## config.mk

```make
export PLATFORM = sky130hd
export DESIGN_NAME = envo_sched
export DESIGN_NICKNAME = d
export VERILOG_FILES = /design/src/rtl/envo_sched_pkg.sv /design/src/rtl/envo_sched_gen_timer.sv /design/src/rtl/envo_sched.sv
export SDC_FILE = /design/constraint.sdc
export NUM_CORES = 1
export LEC_CHECK = 0
export BUFFER_PORTS_ARGS = -buffer_cell sky130_fd_sc_hd__clkbuf_2
export CAP_MARGIN = 20
export CELL_PAD_IN_SITES_DETAIL_PLACEMENT = 1
export CELL_PAD_IN_SITES_GLOBAL_PLACEMENT = 1
export CORE_ASPECT_RATIO = 0.5
export CORE_UTILIZATION = 30
export DETAILED_ROUTE_END_ITERATION = 8
export GPL_TIMING_DRIVEN = 1
export PLACE_DENSITY = 0.57
export SLEW_MARGIN = 20
export SYNTH_ARGS = -nofsm -noshare
export SYNTH_HDL_FRONTEND = slang
export SYNTH_SLANG_ARGS = --single-unit
```

## constraint.sdc

```tcl
create_clock -name clk -period 3 [get_ports clk]
set_input_delay 0.3 -clock clk [delete_from_list [all_inputs] [get_ports clk]]
set_output_delay 0.3 -clock clk [all_outputs]
set_load 0.02 [all_outputs]
```

## src/rtl/envo_sched_pkg.sv

```systemverilog
// rtl/envo_sched_pkg.sv - shared op codes, FSM encodings and helpers for envo_sched
package envo_sched_pkg;

    typedef enum logic [2:0] {
        OP_NONE     = 3'd0,
        OP_STEP     = 3'd1,
        OP_CLR      = 3'd2,
        OP_RANDOM   = 3'd3,
        OP_PATTERN  = 3'd4,
        OP_USER_SET = 3'd5
    } op_code_e;

    typedef enum logic [1:0] {
        ST_IDLE  = 2'd0,
        ST_ISSUE = 2'd1,
        ST_WAIT  = 2'd2
    } state_e;

    localparam logic [2:0] SPEED_RST = 3'd3;
    localparam logic [2:0] SPEED_MAX = 3'd7;

    // Pending vector layout: [0] STEP, [1] CLR, [2] RANDOM, [3] PATTERN, [4] USER_SET
    function automatic op_code_e pick_op(input logic [4:0] pend);
        if (pend[1])      return OP_CLR;
        else if (pend[2]) return OP_RANDOM;
        else if (pend[3]) return OP_PATTERN;
        else if (pend[4]) return OP_USER_SET;
        else if (pend[0]) return OP_STEP;
        else              return OP_NONE;
    endfunction

    function automatic logic [4:0] op_mask(input op_code_e op);
        case (op)
            OP_STEP:     return 5'b00001;
            OP_CLR:      return 5'b00010;
            OP_RANDOM:   return 5'b00100;
            OP_PATTERN:  return 5'b01000;
            OP_USER_SET: return 5'b10000;
            default:     return 5'b00000;
        endcase
    endfunction

endpackage

```

## src/rtl/envo_sched_gen_timer.sv

```systemverilog
// rtl/envo_sched_gen_timer.sv - ms prescaler plus generation period counter
module envo_sched_gen_timer #(
    parameter int TICK_DIV = 50000
) (
    input  logic       clk,
    input  logic       rst,
    input  logic [2:0] speed,
    input  logic       run,
    input  logic       reload,
    output logic       expire
);

    localparam int PW = (TICK_DIV > 1) ? $clog2(TICK_DIV) : 1;
    localparam logic [PW-1:0] PRESC_MAX = PW'(TICK_DIV - 1);

    logic [PW-1:0] presc;
    logic [9:0]    ms_cnt;
    logic [10:0]   period_m1;
    logic          tick_end;

    assign period_m1 = (11'd1024 >> speed) - 11'd1;
    assign tick_end  = (presc == PRESC_MAX);
    assign expire    = run && !reload && tick_end && ({1'b0, ms_cnt} == period_m1);

    // Counters sit at zero while paused so resuming always starts a full period
    always_ff @(posedge clk or negedge rst) begin
        if (!rst) begin
            presc  <= '0;
            ms_cnt <= '0;
        end else if (!run || reload) begin
            presc  <= '0;
            ms_cnt <= '0;
        end else if (tick_end) begin
            presc  <= '0;
            ms_cnt <= expire ? 10'd0 : ms_cnt + 10'd1;
        end else begin
            presc  <= presc + PW'(1);
        end
    end

endmodule

```

## src/rtl/envo_sched.sv

```systemverilog
// rtl/envo_sched.sv - generation scheduler issuing operations to the grid engine
module envo_sched
    import envo_sched_pkg::*;
#(
    parameter int TICK_DIV = 50000,
    parameter int GEN_W    = 16
) (
    input  logic             clk,
    input  logic             rst,
    input  logic             mode,
    input  logic             cmd_clr,
    input  logic             cmd_random,
    input  logic             cmd_pattern,
    input  logic             cmd_user_set,
    input  logic             cmd_inc_v,
    input  logic             cmd_dec_v,
    input  logic             op_done,
    output logic             op_start,
    output logic [2:0]       op_code,
    output logic             busy,
    output logic [2:0]       speed,
    output logic [GEN_W-1:0] gen_count
);

    state_e     state, state_nxt;
    op_code_e   op_reg, sel;
    logic [5:0] cmd_now, cmd_q, rise;
    logic [4:0] pend, pend_set, issue_mask;
    logic [2:0] speed_q, speed_nxt;
    logic       expire, inc_e, dec_e, take, finish;

    assign cmd_now = {cmd_dec_v, cmd_inc_v, cmd_user_set, cmd_pattern, cmd_random, cmd_clr};
    assign rise    = cmd_now & ~cmd_q;
    assign inc_e   = rise[4];
    assign dec_e   = rise[5];

    always_comb begin
        speed_nxt = speed_q;
        if (inc_e && !dec_e && speed_q != SPEED_MAX)
            speed_nxt = speed_q + 3'd1;
        else if (dec_e && !inc_e && speed_q != 3'd0)
            speed_nxt = speed_q - 3'd1;
    end

    envo_sched_gen_timer #(.TICK_DIV(TICK_DIV)) u_gen_timer (
        .clk    (clk),
        .rst    (rst),
        .speed  (speed_q),
        .run    (mode),
        .reload (speed_nxt != speed_q),
        .expire (expire)
    );

    assign sel        = pick_op(pend);
    assign take       = (state == ST_IDLE) && (|pend);
    assign finish     = (state == ST_WAIT) && op_done;
    assign issue_mask = take ? op_mask(sel) : 5'b0;
    // User-set is an edit-mode key; it is meaningless while evolving
    assign pend_set   = {rise[3] & ~mode, rise[2], rise[1], rise[0], expire};

    always_ff @(posedge clk or negedge rst) begin
        if (!rst) begin
            cmd_q     <= '0;
            pend      <= '0;
            speed_q   <= SPEED_RST;
            op_reg    <= OP_NONE;
            gen_count <= '0;
        end else begin
            cmd_q   <= cmd_now;
            speed_q <= speed_nxt;
            pend    <= ((pend & ~issue_mask) | pend_set) & {4'b1111, mode};
            if (take)
                op_reg <= sel;
            else if (finish)
                op_reg <= OP_NONE;
            if (finish && op_reg == OP_STEP)
                gen_count <= gen_count + GEN_W'(1);
            else if (finish && op_reg == OP_CLR)
                gen_count <= '0;
        end
    end

    always_ff @(posedge clk or negedge rst) begin
        if (!rst) state <= ST_IDLE;
        else      state <= state_nxt;
    end

    always_comb begin
        state_nxt = state;
        case (state)
            ST_IDLE:  if (|pend) state_nxt = ST_ISSUE;
            ST_ISSUE: state_nxt = ST_WAIT;
            ST_WAIT:  if (op_done) state_nxt = ST_IDLE;
            default:  state_nxt = ST_IDLE;
        endcase
    end

    always_comb begin
        op_start = (state == ST_ISSUE);
        busy     = (state != ST_IDLE);
    end

    assign op_code = op_reg;
    assign speed   = speed_q;

endmodule
```

==> impl_metrics.tcl <==
set metrics [dict create \
    grtUsageTotal_pct 14.4 \
    cp-end-kind "flip-flop" \
    worst_slack_ns 0.408 \
    synth_edf_count 0 \
    path_class "flip-flop to flip-flop" \
    tns_ns 0 \
    skew_ns 0.00392 \
    status "complete, no violations" \
    area_growth_pct 20.1 \
    cp-start-kind "flip-flop" \
    n_fill_cell 1187 \
    grt_pass1_vias 2588 \
    grt_antenna_before_repair 0 \
    grt-ovfl-total 0 \
    worstRegToRegCells 10 \
    cts_max_level 3 \
    drt-total-wl_um 7220 \
    dieArea_um2 11200 \
    fin_crit_sh_pct 86.4 \
    rsz0062_at_grt "false" \
    port_buffers 33 \
    cts_resized 0 \
    ios 34 \
    seq_area_um2 1530 \
    fin_nets 387 \
    setup_viol 0 \
    max_freq_mhz 386 \
    final_hold_viol_count 0 \
    ys_ff_latch 61 \
    mostFrequentLayoutCells "dfrtp_1 (59), nor2_1 (36), clkbuf_2 (33)" \
    slew_headroom_pct 40.6 \
    avgRoutedWirePerCell_um 14.2 \
    mostFrequentLayoutCell "dfrtp_1" \
    wl_met1_um 3450 \
    ys_types 49 \
    worstPathRequired_ns 3.20 \
    tritoncts "built" \
    period_minus_slack_ns 2.59 \
    die_w_um 149 \
    wl_met3_um 226 \
    ys_seq_area_share_pct 47.4 \
    pre_cts_ws_ns 0.387 \
    antenna-diode-count 0 \
    hold_buffers 0 \
    drt_iter0_drc 53 \
    drt.antenna.violating_nets 0 \
    slew_violations 0 \
    via_count 2504 \
    p_leak_nw 1.81 \
    powerDensity_nw_per_um2 817 \
    synthArstFlopShare_pct 100 \
    hold_class "primary input to async pin" \
    top_layer "met4" \
    rows 26 \
    syn_nets 350 \
    syn_area_um2 3230 \
    synth_cells 328 \
    synthFlopType "dfrtp_1" \
    dieHeight_um 75.3 \
    multi_input_area_um2 1600 \
    dpl_cell_area_um2 3530 \
    tightest_slew_ns 0.891 \
    gp_congestion 0.823 \
    synth_warnings 0 \
    core_um2 10300 \
    viasPerCell 4.91 \
    r2r_start "speed[1]" \
    clk_latency_ns 0.32 \
    clock-sinks 61 \
    drc_errors 0 \
    ir_drop_v 0.000289 \
    clk_path_buf_depth 2 \
    final_area_um2 3880 \
    worstPathMaxFanout 6 \
    cts_setup_buffers 0 \
    synth_area_per_cell_um2 9.84 \
    drv_cap 0 \
    reg2reg_slack_ns 0.41 \
    met2_length_um 3470 \
    clkTransAtPathRegs_ns 0.05 \
    grt_max_degree 35 \
    drive_gt1_share_pct 17.6 \
    grt_pass1_wl_um 12600 \
    drt_first_pass_iters 4 \
    start_util_pct 31.2 \
    crit_arrival_ns 2.79 \
    dp_hpwl_um 5440 \
    reg2reg_to "u_gen_timer.ms_cnt[1]" \
    root_buffer "clkbuf_16" \
    cts-buffers-inserted 9 \
]
==> through the flow <==
stage | hold WS, ns | utilization, % | total power, mW | instances
finish | 0.0949 | 37.5 | 3.17 | 510
global route | 0.0921 | 37.5 | 3.38 | 510
CTS | 0.0841 | 37.5 | 3.23 | 510
detailed placement | 0.415 | 34.1 | 2.03 | 494
global placement | 0.403 | 34.1 | 2.00 | 494
floorplan | 0.00441 | - | 1.78 | 328
==> synth_stat cells (2+ instances only) <==
cell / count / area, um^2
dfrtp_1: 59 / 1480
nor2_1: 36 / 135
nand2_1: 30 / 113
o21ai_0: 26 / 130
nand3_1: 21 / 105
and3_1: 19 / 119
xor2_1: 18 / 158
xnor2_1: 14 / 123
ha_1: 12 / 150
inv_1: 10 / 37.5
nand4_1: 8 / 50.1
nand2b_1: 6 / 37.5
buf_2: 5 / 25.0
nor2b_1: 5 / 31.3
mux2i_1: 4 / 40.0
nor3_1: 4 / 20.0
o211ai_1: 4 / 30.0
o31ai_1: 4 / 30.0
a21oi_1: 3 / 15.0
nor3b_1: 3 / 22.5
a22o_1: 2 / 17.5
a31oi_1: 2 / 12.5
and4_1: 2 / 17.5
and4bb_1: 2 / 25.0
buf_4: 2 / 15.0
dfstp_2: 2 / 52.6
nor4_4: 2 / 42.5
or3_1: 2 / 12.5
==> final cells by class <==
type	instances	share of cell area, %
multi-input cells	247	41.3
well taps	140	4.52
flip-flops and latches	61	39.4
clock buffers	13	7.23
repair buffers	36	4.84
clock inverters	3	1.68
inverters	10	0.968
==> how the worst max path moves through the flow <==
stage,cells after the start,slack [ns],startpoint,to
6_report,10,0.41,speed[1],u_gen_timer.ms_cnt[1]
5_1_grt,10,0.24,speed[1],u_gen_timer.ms_cnt[1]
4_1_cts,10,0.39,speed[1],u_gen_timer.ms_cnt[1]
3_5_place_dp,10,0.39,speed[1],u_gen_timer.ms_cnt[1]
3_3_place_gp,10,0.50,speed[1],u_gen_timer.ms_cnt[1]
2_1_floorplan,11,0.40,speed[1],u_gen_timer.ms_cnt[1]
==> logic make-up after synthesis <==
kind of cell	synth area share [%]
compound gates	9.85
fa+ha+maj	4.65
mux	1.24
simple gates	25.2
buf+inv	2.99
xor+xnor	8.69
flops	47.4
==> power breakdown <==
part	total (mW)	switching [mW]	internal [mW]
combinational	0.952	0.561	0.391
sequential	1.04	0.116	0.928
clock	1.17	0.353	0.816
total	3.17	1.03	2.13
==> worst max-delay path, stage by stage, from the launching register on <==
cell	delay, ns
dfstp_2	0.58
ha_1	0.21
ha_1	0.18
inv_1	0.07
ha_1	0.25
o21ba_2	0.23
a31o_1	0.22
a22oi_2	0.16
xnor2_1	0.17
nand3_2	0.13
a32o_1	0.27
==> per-layer routing <==
metal / up-vias / global-route usage (%)
met4: 0 / 4.47
li1: 1221 / -
met1: 1241 / 18.3
met3: 9 / 3.77
met2: 33 / 24.6
met5: - / 0
==> flip-flops by register name (all words and copies together), names as in the netlist <==
name                cells
speed                   3
u_gen_timer.presc      16
state                   2
gen_count              16
cmd_q                   6
pend                    5
u_gen_timer.ms_cnt     10
op_code                 3
Note: power is estimated with default switching activity, not from simulation.
